--- config.mk ---
export PLATFORM = sky130hd
export DESIGN_NAME = pht_access_ctrl
export DESIGN_NICKNAME = d
export VERILOG_FILES = /design/src/rtl/pht_access_ctrl.sv
export SDC_FILE = /design/constraint.sdc
export NUM_CORES = 1
export LEC_CHECK = 0
export CORE_MARGIN = 3
export CORE_UTILIZATION = 52
export DETAILED_ROUTE_END_ITERATION = 7
export PLACE_DENSITY_LB_ADDON = 0.08
export SLEW_MARGIN = 25
export SYNTH_ARGS = -nofsm -noshare
export SYNTH_HDL_FRONTEND = slang
export SYNTH_SLANG_ARGS = --single-unit
--- constraint.sdc ---
create_clock -name clk_i -period 4.6 [get_ports clk_i]
set_clock_uncertainty 0.1 [all_clocks]
set_input_delay 0.46 -clock clk_i [delete_from_list [all_inputs] [get_ports clk_i]]
set_output_delay 0.46 -clock clk_i [all_outputs]
set_load 0.02 [all_outputs]
--- src/rtl/pht_access_ctrl.sv ---
// Branch pattern-history table controller: owns the 2-bit counter array, runs the
// init sweep after reset/flush, and arbitrates IF lookups against buffered EX training.
module pht_access_ctrl #(
   parameter int unsigned IDX_W      = 6,
   parameter int unsigned PC_W       = 32,
   parameter logic [1:0]  INIT_CNT   = 2'b01,
   parameter int unsigned STARVE_LIM = 4
) (
   input  logic            clk_i,
   input  logic            rst_n,
   input  logic            flush_i,
   input  logic            pred_req_i,
   input  logic [PC_W-1:0] pred_pc_i,
   output logic            pred_ready_o,
   output logic            pred_valid_o,
   output logic            pred_taken_o,
   input  logic            train_valid_i,
   input  logic [PC_W-1:0] train_pc_i,
   input  logic            train_taken_i,
   output logic            train_ready_o,
   output logic            init_done_o
);

   localparam int unsigned DEPTH = 2**IDX_W;
   localparam int unsigned AGE_W = $clog2(STARVE_LIM + 1);
   localparam logic [AGE_W-1:0] AGE_LIM = AGE_W'(STARVE_LIM);

   localparam logic [0:0] ST_INIT = 1'b0;
   localparam logic [0:0] ST_RUN  = 1'b1;

   logic [0:0]       state_q, state_d;
   logic [IDX_W-1:0] sweep_q, sweep_d;
   logic             buf_valid_q, buf_valid_d;
   logic [IDX_W-1:0] buf_idx_q, buf_idx_d;
   logic             buf_taken_q, buf_taken_d;
   logic [AGE_W-1:0] age_q, age_d;
   logic             pred_valid_q, pred_valid_d;
   logic             pred_taken_q, pred_taken_d;

   logic [1:0]       mem_q [DEPTH];
   logic             tbl_we;
   logic [IDX_W-1:0] tbl_widx;
   logic [1:0]       tbl_wdata;

   logic [IDX_W-1:0] pred_idx, train_idx;
   logic             in_run, starve, drain;
   logic             pred_acc, train_acc;
   logic [1:0]       rd_raw, rd_val, drain_val;

   logic unused_pc_bits;
   assign unused_pc_bits = ^{pred_pc_i[PC_W-1:IDX_W+2], pred_pc_i[1:0],
                             train_pc_i[PC_W-1:IDX_W+2], train_pc_i[1:0]};

   function automatic logic [1:0] sat2(input logic [1:0] c, input logic taken);
      if (taken) return (c == 2'b11) ? 2'b11 : c + 2'b01;
      else       return (c == 2'b00) ? 2'b00 : c - 2'b01;
   endfunction

   assign pred_idx  = pred_pc_i[IDX_W+1:2];
   assign train_idx = train_pc_i[IDX_W+1:2];

   assign in_run = (state_q == ST_RUN);
   assign starve = buf_valid_q && (age_q >= AGE_LIM);
   assign drain  = in_run && buf_valid_q && (starve || !pred_req_i);

   assign pred_ready_o  = in_run && !starve;
   assign train_ready_o = in_run && (!buf_valid_q || drain);
   assign init_done_o   = in_run;
   assign pred_valid_o  = pred_valid_q;
   assign pred_taken_o  = pred_taken_q;

   assign pred_acc  = pred_req_i && pred_ready_o;
   assign train_acc = train_valid_i && train_ready_o;

   // A lookup hitting the buffered entry sees the counter as if the train had drained.
   assign rd_raw    = mem_q[pred_idx];
   assign drain_val = sat2(mem_q[buf_idx_q], buf_taken_q);
   assign rd_val    = (buf_valid_q && (buf_idx_q == pred_idx)) ? sat2(rd_raw, buf_taken_q) : rd_raw;

   always_comb begin
      state_d      = state_q;
      sweep_d      = sweep_q;
      buf_valid_d  = buf_valid_q;
      buf_idx_d    = buf_idx_q;
      buf_taken_d  = buf_taken_q;
      age_d        = age_q;
      pred_valid_d = 1'b0;
      pred_taken_d = pred_taken_q;
      tbl_we       = 1'b0;
      tbl_widx     = buf_idx_q;
      tbl_wdata    = drain_val;

      case (state_q)
         ST_INIT: begin
            tbl_we    = 1'b1;
            tbl_widx  = sweep_q;
            tbl_wdata = INIT_CNT;
            sweep_d   = sweep_q + IDX_W'(1);
            if (sweep_q == {IDX_W{1'b1}}) state_d = ST_RUN;
         end
         ST_RUN: begin
            if (pred_acc) begin
               pred_valid_d = 1'b1;
               pred_taken_d = rd_val[1];
            end
            if (drain) tbl_we = 1'b1;
            if (train_acc) begin
               buf_valid_d = 1'b1;
               buf_idx_d   = train_idx;
               buf_taken_d = train_taken_i;
               age_d       = '0;
            end else if (drain) begin
               buf_valid_d = 1'b0;
               age_d       = '0;
            end else if (buf_valid_q && (age_q != AGE_LIM)) begin
               age_d = age_q + AGE_W'(1);
            end
         end
         default: state_d = ST_INIT;
      endcase

      // Flush overrides everything: the sweep reruns, so any write this cycle is moot.
      if (flush_i) begin
         state_d      = ST_INIT;
         sweep_d      = '0;
         buf_valid_d  = 1'b0;
         age_d        = '0;
         pred_valid_d = 1'b0;
         pred_taken_d = pred_taken_q;
         tbl_we       = 1'b0;
      end
   end

   always_ff @(posedge clk_i or negedge rst_n) begin
      if (!rst_n) begin
         state_q      <= ST_INIT;
         sweep_q      <= '0;
         buf_valid_q  <= 1'b0;
         buf_idx_q    <= '0;
         buf_taken_q  <= 1'b0;
         age_q        <= '0;
         pred_valid_q <= 1'b0;
         pred_taken_q <= 1'b0;
      end else begin
         state_q      <= state_d;
         sweep_q      <= sweep_d;
         buf_valid_q  <= buf_valid_d;
         buf_idx_q    <= buf_idx_d;
         buf_taken_q  <= buf_taken_d;
         age_q        <= age_d;
         pred_valid_q <= pred_valid_d;
         pred_taken_q <= pred_taken_d;
      end
   end

   // Counter array is intentionally not reset; the sweep defines its contents.
   always_ff @(posedge clk_i) begin
      if (tbl_we && rst_n) mem_q[tbl_widx] <= tbl_wdata;
   end

endmodule

Word level (Yosys, flattened, before mapping)
Memory sizes are Yosys's and may differ from the RTL's.
Index checks and enable logic that the tools add are counted.
- add/sub/neg operators: 6
- magnitude comparators: 1
- equal/unequal tests: 6
- mux-type cells: 31
- bitwise operators: 2
- reduce and logical (&&, ||, !) cells: 24
- operator list (kind ; count):
    $mux 6 ; 3
    $mux 2 ; 8
    $mux 3 ; 5
    $mux 1 ; 14
    $logic_and 1x1->1 ; 10
    $add 6x1->6 const B ; 1
    $eq 6x6->1 ; 1
    $eq 6x6->1 const B ; 1
    $reduce_and 2->1 ; 3
    $add 2x1->2 const B ; 2
    $eq 2x2->1 const B ; 2
    $logic_not 2->1 ; 2
    $reduce_bool 4->1 ; 1
    $sub 2x1->2 const B ; 2
    $add 3x1->3 const B ; 1
    $ge 3x3->1 const B ; 1
    $logic_not 1->1 ; 3
    $ne 3x3->1 const B ; 1
    $reduce_and 3->1 ; 1
    $reduce_bool 3->1 ; 1
    $logic_or 1x1->1 ; 2
    $ne 2x2->1 const B ; 1
    $not 1->1 ; 2
    $pmux 1 s2 ; 1
    $reduce_bool 2->1 ; 1
- bits in registers: 20
- RAM bits: 128
- input bits: 70
- output and inout port bits: 5
- word-level logic and storage cells: 79
- memories: 1
- memories (name ; depth ; width ; rd ports ; clocked after Yosys merged registers in ; write ports ; line ; source):
    mem_q ; 64 ; 2 ; 2 ; 0 ; 1 ; 40 ; logic [1:0] mem_q [DEPTH];

Longest topological paths before layout
- depth in word-level cells: 10
- mapped depth: 9
- depth with buffers taken out: 7

Worst setup path before layout
Ideal clock, no wire load.
- path type: register to register
- from: register buf_idx_q[1]
- to: memory mem_q[0][0] (data pin)
- library setup time: 0.518 ns
- data arrival time: 3.750 ns
- data required time: 3.982 ns
- path slack: 0.232 ns
- stages on the path, launching flop included: 9
- buffers on the path: 2
- period minus slack after synthesis: 4.368 ns
- cells stage by stage: dfrtp_1 -> clkbuf_1 -> clkbuf_1 -> mux4_2 -> mux4_2 -> a21oi_2 -> and3_1 -> a21oi_1 -> o21ai_1
- cells in the longest elaborated chain, start to end: 5
- elaborated cells between the ends (all ways): 9
- classes of those cells: add/sub: 2; eq/ne: 1; mux: 4; reduce/logical: 1; memory: 1
- RTL lines (item ; line ; source):
    start: declaration ; 34 ; logic [IDX_W-1:0] buf_idx_q, buf_idx_d;
    start signal: assignment ; 148 ; buf_idx_q <= buf_idx_d;
    $mem_v2 64x2 (*) ; n/a ;
    $sub 2x1->2 (tied with other cells) ; 56 ; else return (c == 2'b00) ? 2'b00 : c - 2'b01;
    $mux 2, on equally long branches ; 56, 55 ;
    $mux 2 (*) ; 55 ; if (taken) return (c == 2'b11) ? 2'b11 : c + 2'b01;
    $mux 2 (*) ; 93 ; case (state_q)
    via tbl_wdata[0] ; 43 ; logic [1:0] tbl_wdata;
    end: declaration ; 40 ;
Mark *: on every way through the listed nets, which the timed path passes. The rest lies on a longest branch.

Worst setup path after layout
- from: register buf_idx_q[0]
- to: memory mem_q[0][1] (data pin)
The elaborated chain is that of the path after synthesis.

==> reports/metrics.csv <==
stage,metric,value,unit
synth,synth unique cells,47,
clock_tree,CTS tree,yes,
job,Max-Cap Viols,0,
critical_path,Setup Crit Path Kind,register to register,
routing,WL/cell,25.4,um
global_route,GR peak layer,met2,
clock_tree,CTS resizes,0,
power,Peak VDD IR,0.000271,V
clock_tree,H-tree Lvls,4,
placement,Port Buffers,22,
synth,flop and latch count out of synthesis,148,
timing,# setup viols final,0,
global_route,vias in the first global route,4720,
global_route,M1 GR Usage,0.333,
clock_tree,CTS Buf Count,17,
global_route,largest net degree at the start of global routing,47,
placement,Post-DP Area,7970,um^2
routing,Via-to-Cell Ratio,6.48,
routing,Vias,4591,
hold_path,worst min path class,input pin to asynchronous set/reset pin,
floorplan,row count,43,
global_route,initial antenna violation count,0,
final_layout,fin area,8700,um^2
final_layout,proportion of layout cells with a drive suffix above 1,0.203,
synth,Mean Syn Cell Area,15.4,um^2
timing,Worst-Margin Slew,0.999,ns
timing,Slew HR,0.332,
placement,Routability Congestion,0.834,
floorplan,core area,14100,um^2
global_route,GRT Total Usage,0.235,
synth,register area share after synthesis,0.572,
global_route,met2 Track Usage GR,0.365,
clock_tree,"Clk Latency, worst-skew pair",0.42,ns
synth,Syn Nets,565,
timing,setup_tns,0,ns
critical_path,CP endpoint kind,register,
power,P_leak,2.85,nW
final_layout,"most common cell after layout, fill and taps aside",edfxtp_1,
critical_path,Worst Path Max Fanout,28,
timing,"Hold Vio Cnt, Final",0,
synth,ys async rst share,0.135,
floorplan,Total Die Area,16100,um^2
final_layout,area growth from synthesis to layout,14.5,%
clock_tree,clk buf depth,2,
clock_tree,clock-pin slew on the worst setup and hold paths,0.06,ns
synth,Ys Warns,0,
timing,final hold slack,0.284,ns
timing,Final Critical Period,3.78,ns
synth,"Top FF cell, synth",edfxtp_1,
clock_tree,Setup Buffers After CTS,0,
floorplan,chip height,127,um
final_layout,# diodes,0,
final_layout,"commonest non-fill, non-tap cells in the layout","edfxtp_1 (128), nor2_1 (88), mux4_2 (48)",
placement,dpl hpwl,11.6,mm
floorplan,Initial Util,0.539,
timing,RSZ-0062 raised after global routing,false,
synth,number of synthesized flops with an enable pin,128,
critical_path,nature of the critical path startpoint,register,
routing,1st-pass router iterations,5,
floorplan,I/O pin cnt,75,
routing,Detail Route Antenna Nets,0,
routing,final WL,18.0,mm
timing,Fmax achieved,264,MHz
timing,Final Slew Violations,0,
critical_path,CP Data Required Time,4.65,ns
critical_path,"Arr. time, crit path",3.84,ns
critical_path,Reg2Reg Depth,8,
clock_tree,CTS Hold Bufs,0,
global_route,global-route wire length before repair,27.8,mm
final_layout,nets,588,
global_route,grt total ovfl,0,
synth,Cells after Synth,492,
routing,DRC viols,0,
run_status,outcome,"finished, final reports clean",
clock_tree,Root Buffer,clkbuf_16,
power,power per cell area,390,nW/um^2
timing,Final Cycle Share,0.823,
floorplan,DIE WIDTH,127,um
routing,Iteration-0 DRC Markers,447,
global_route,GR Util met3,0.0509,
synth,Post-Syn Area,7590,um^2
clock_tree,CTS Sinks,148,
-- kinds of logic after synthesis --
logic type | Yosys count | synth area share
AND/OR/NAND/NOR | 156 | 0.0903
XOR/XNOR | 12 | 0.0138
flip-flops | 148 | 0.572
adder cells (fa/ha/maj) | 3 | 0.00494
AO/OA/AOI/OAI | 40 | 0.0348
buffers and inverters | 36 | 0.0242
multiplexers | 97 | 0.260
-- flip-flops by register name (all words and copies together), names as in the netlist --
register / flops
buf_valid_q: 1
age_q: 3
mem_q: 128
pred_taken_o: 1
buf_idx_q: 6
buf_taken_q: 1
pred_valid_o: 1
init_done_o: 1
sweep_q: 6
-- stage by stage --
stage	utilization	power [mW]	setup slack, ns	std cells
floorplan	-	1.69	0.232	492
global placement	0.565	1.77	0.707	675
detailed placement	0.565	1.77	0.661	675
CTS	0.615	3.41	0.616	707
global route	0.617	3.49	0.649	708
finish	0.617	3.39	0.816	708
-- cell usage after synthesis (6+ instances only) --
library cell	instances	area, um^2
edfxtp_1	128	3840
nor2_1	88	330
mux4_2	48	1080
nand2_1	30	113
mux4_1	24	631
dfrtp_1	20	500
mux2i_1	16	160
clkbuf_1	15	56.3
mux2_2	9	101
nand3b_1	8	60.1
o21ai_0	8	40.0
buf_2	7	35.0
inv_1	7	26.3
nand2b_1	7	43.8
nand3_1	6	30.0
xnor2_1	6	52.6
xor2_1	6	52.6
-- final cells by class --
type | count | area, um^2
clock buffer | 17 | 425
multi-input combinational | 308 | 3090
fill | 1050 | 5400
sequential | 148 | 4350
timing repair buffer | 33 | 313
inverter | 7 | 26.3
tap | 180 | 225
clock inverter | 15 | 273
-- path summary, 6_finish.rpt --
check	end	slack, ns	start
setup reg to reg	mem_q[0][1]	0.82	buf_idx_q[0]
min in group clk_i	pred_taken_o	0.43	pred_taken_o
hold / removal	buf_valid_q	0.28	rst_n
setup / recovery	mem_q[0][1]	0.82	buf_idx_q[0]
max in group asynchronous	buf_idx_q[0]	3.89	rst_n
hold reg to reg	pred_taken_o	0.43	pred_taken_o
-- routing by layer --
metal  vias up  wire length [um]
li1       1999                 -
met4         0               516
met1      2363              7640
met3        34              1210
met2       195              8630
met5         -                 0
-- where the power goes --
part | total [mW] | internal, mW | switching [mW] | leakage (nW)
combinational | 0.261 | 0.137 | 0.124 | 1.11
sequential | 1.48 | 1.45 | 0.0345 | 1.41
clock | 1.65 | 1.08 | 0.565 | 0.340
total | 3.39 | 2.67 | 0.724 | 2.85
-- worst max-delay path: stages (launching register included) --
cell,delay (ns)
dfrtp_2,0.92
buf_4,0.35
mux4_1,0.60
mux4_2,0.52
a21oi_2,0.19
nand3_1,0.11
o21ai_1,0.23
a21boi_4,0.21
buf_4,0.26
No activity file was read; power rests on OpenSTA's default activity.
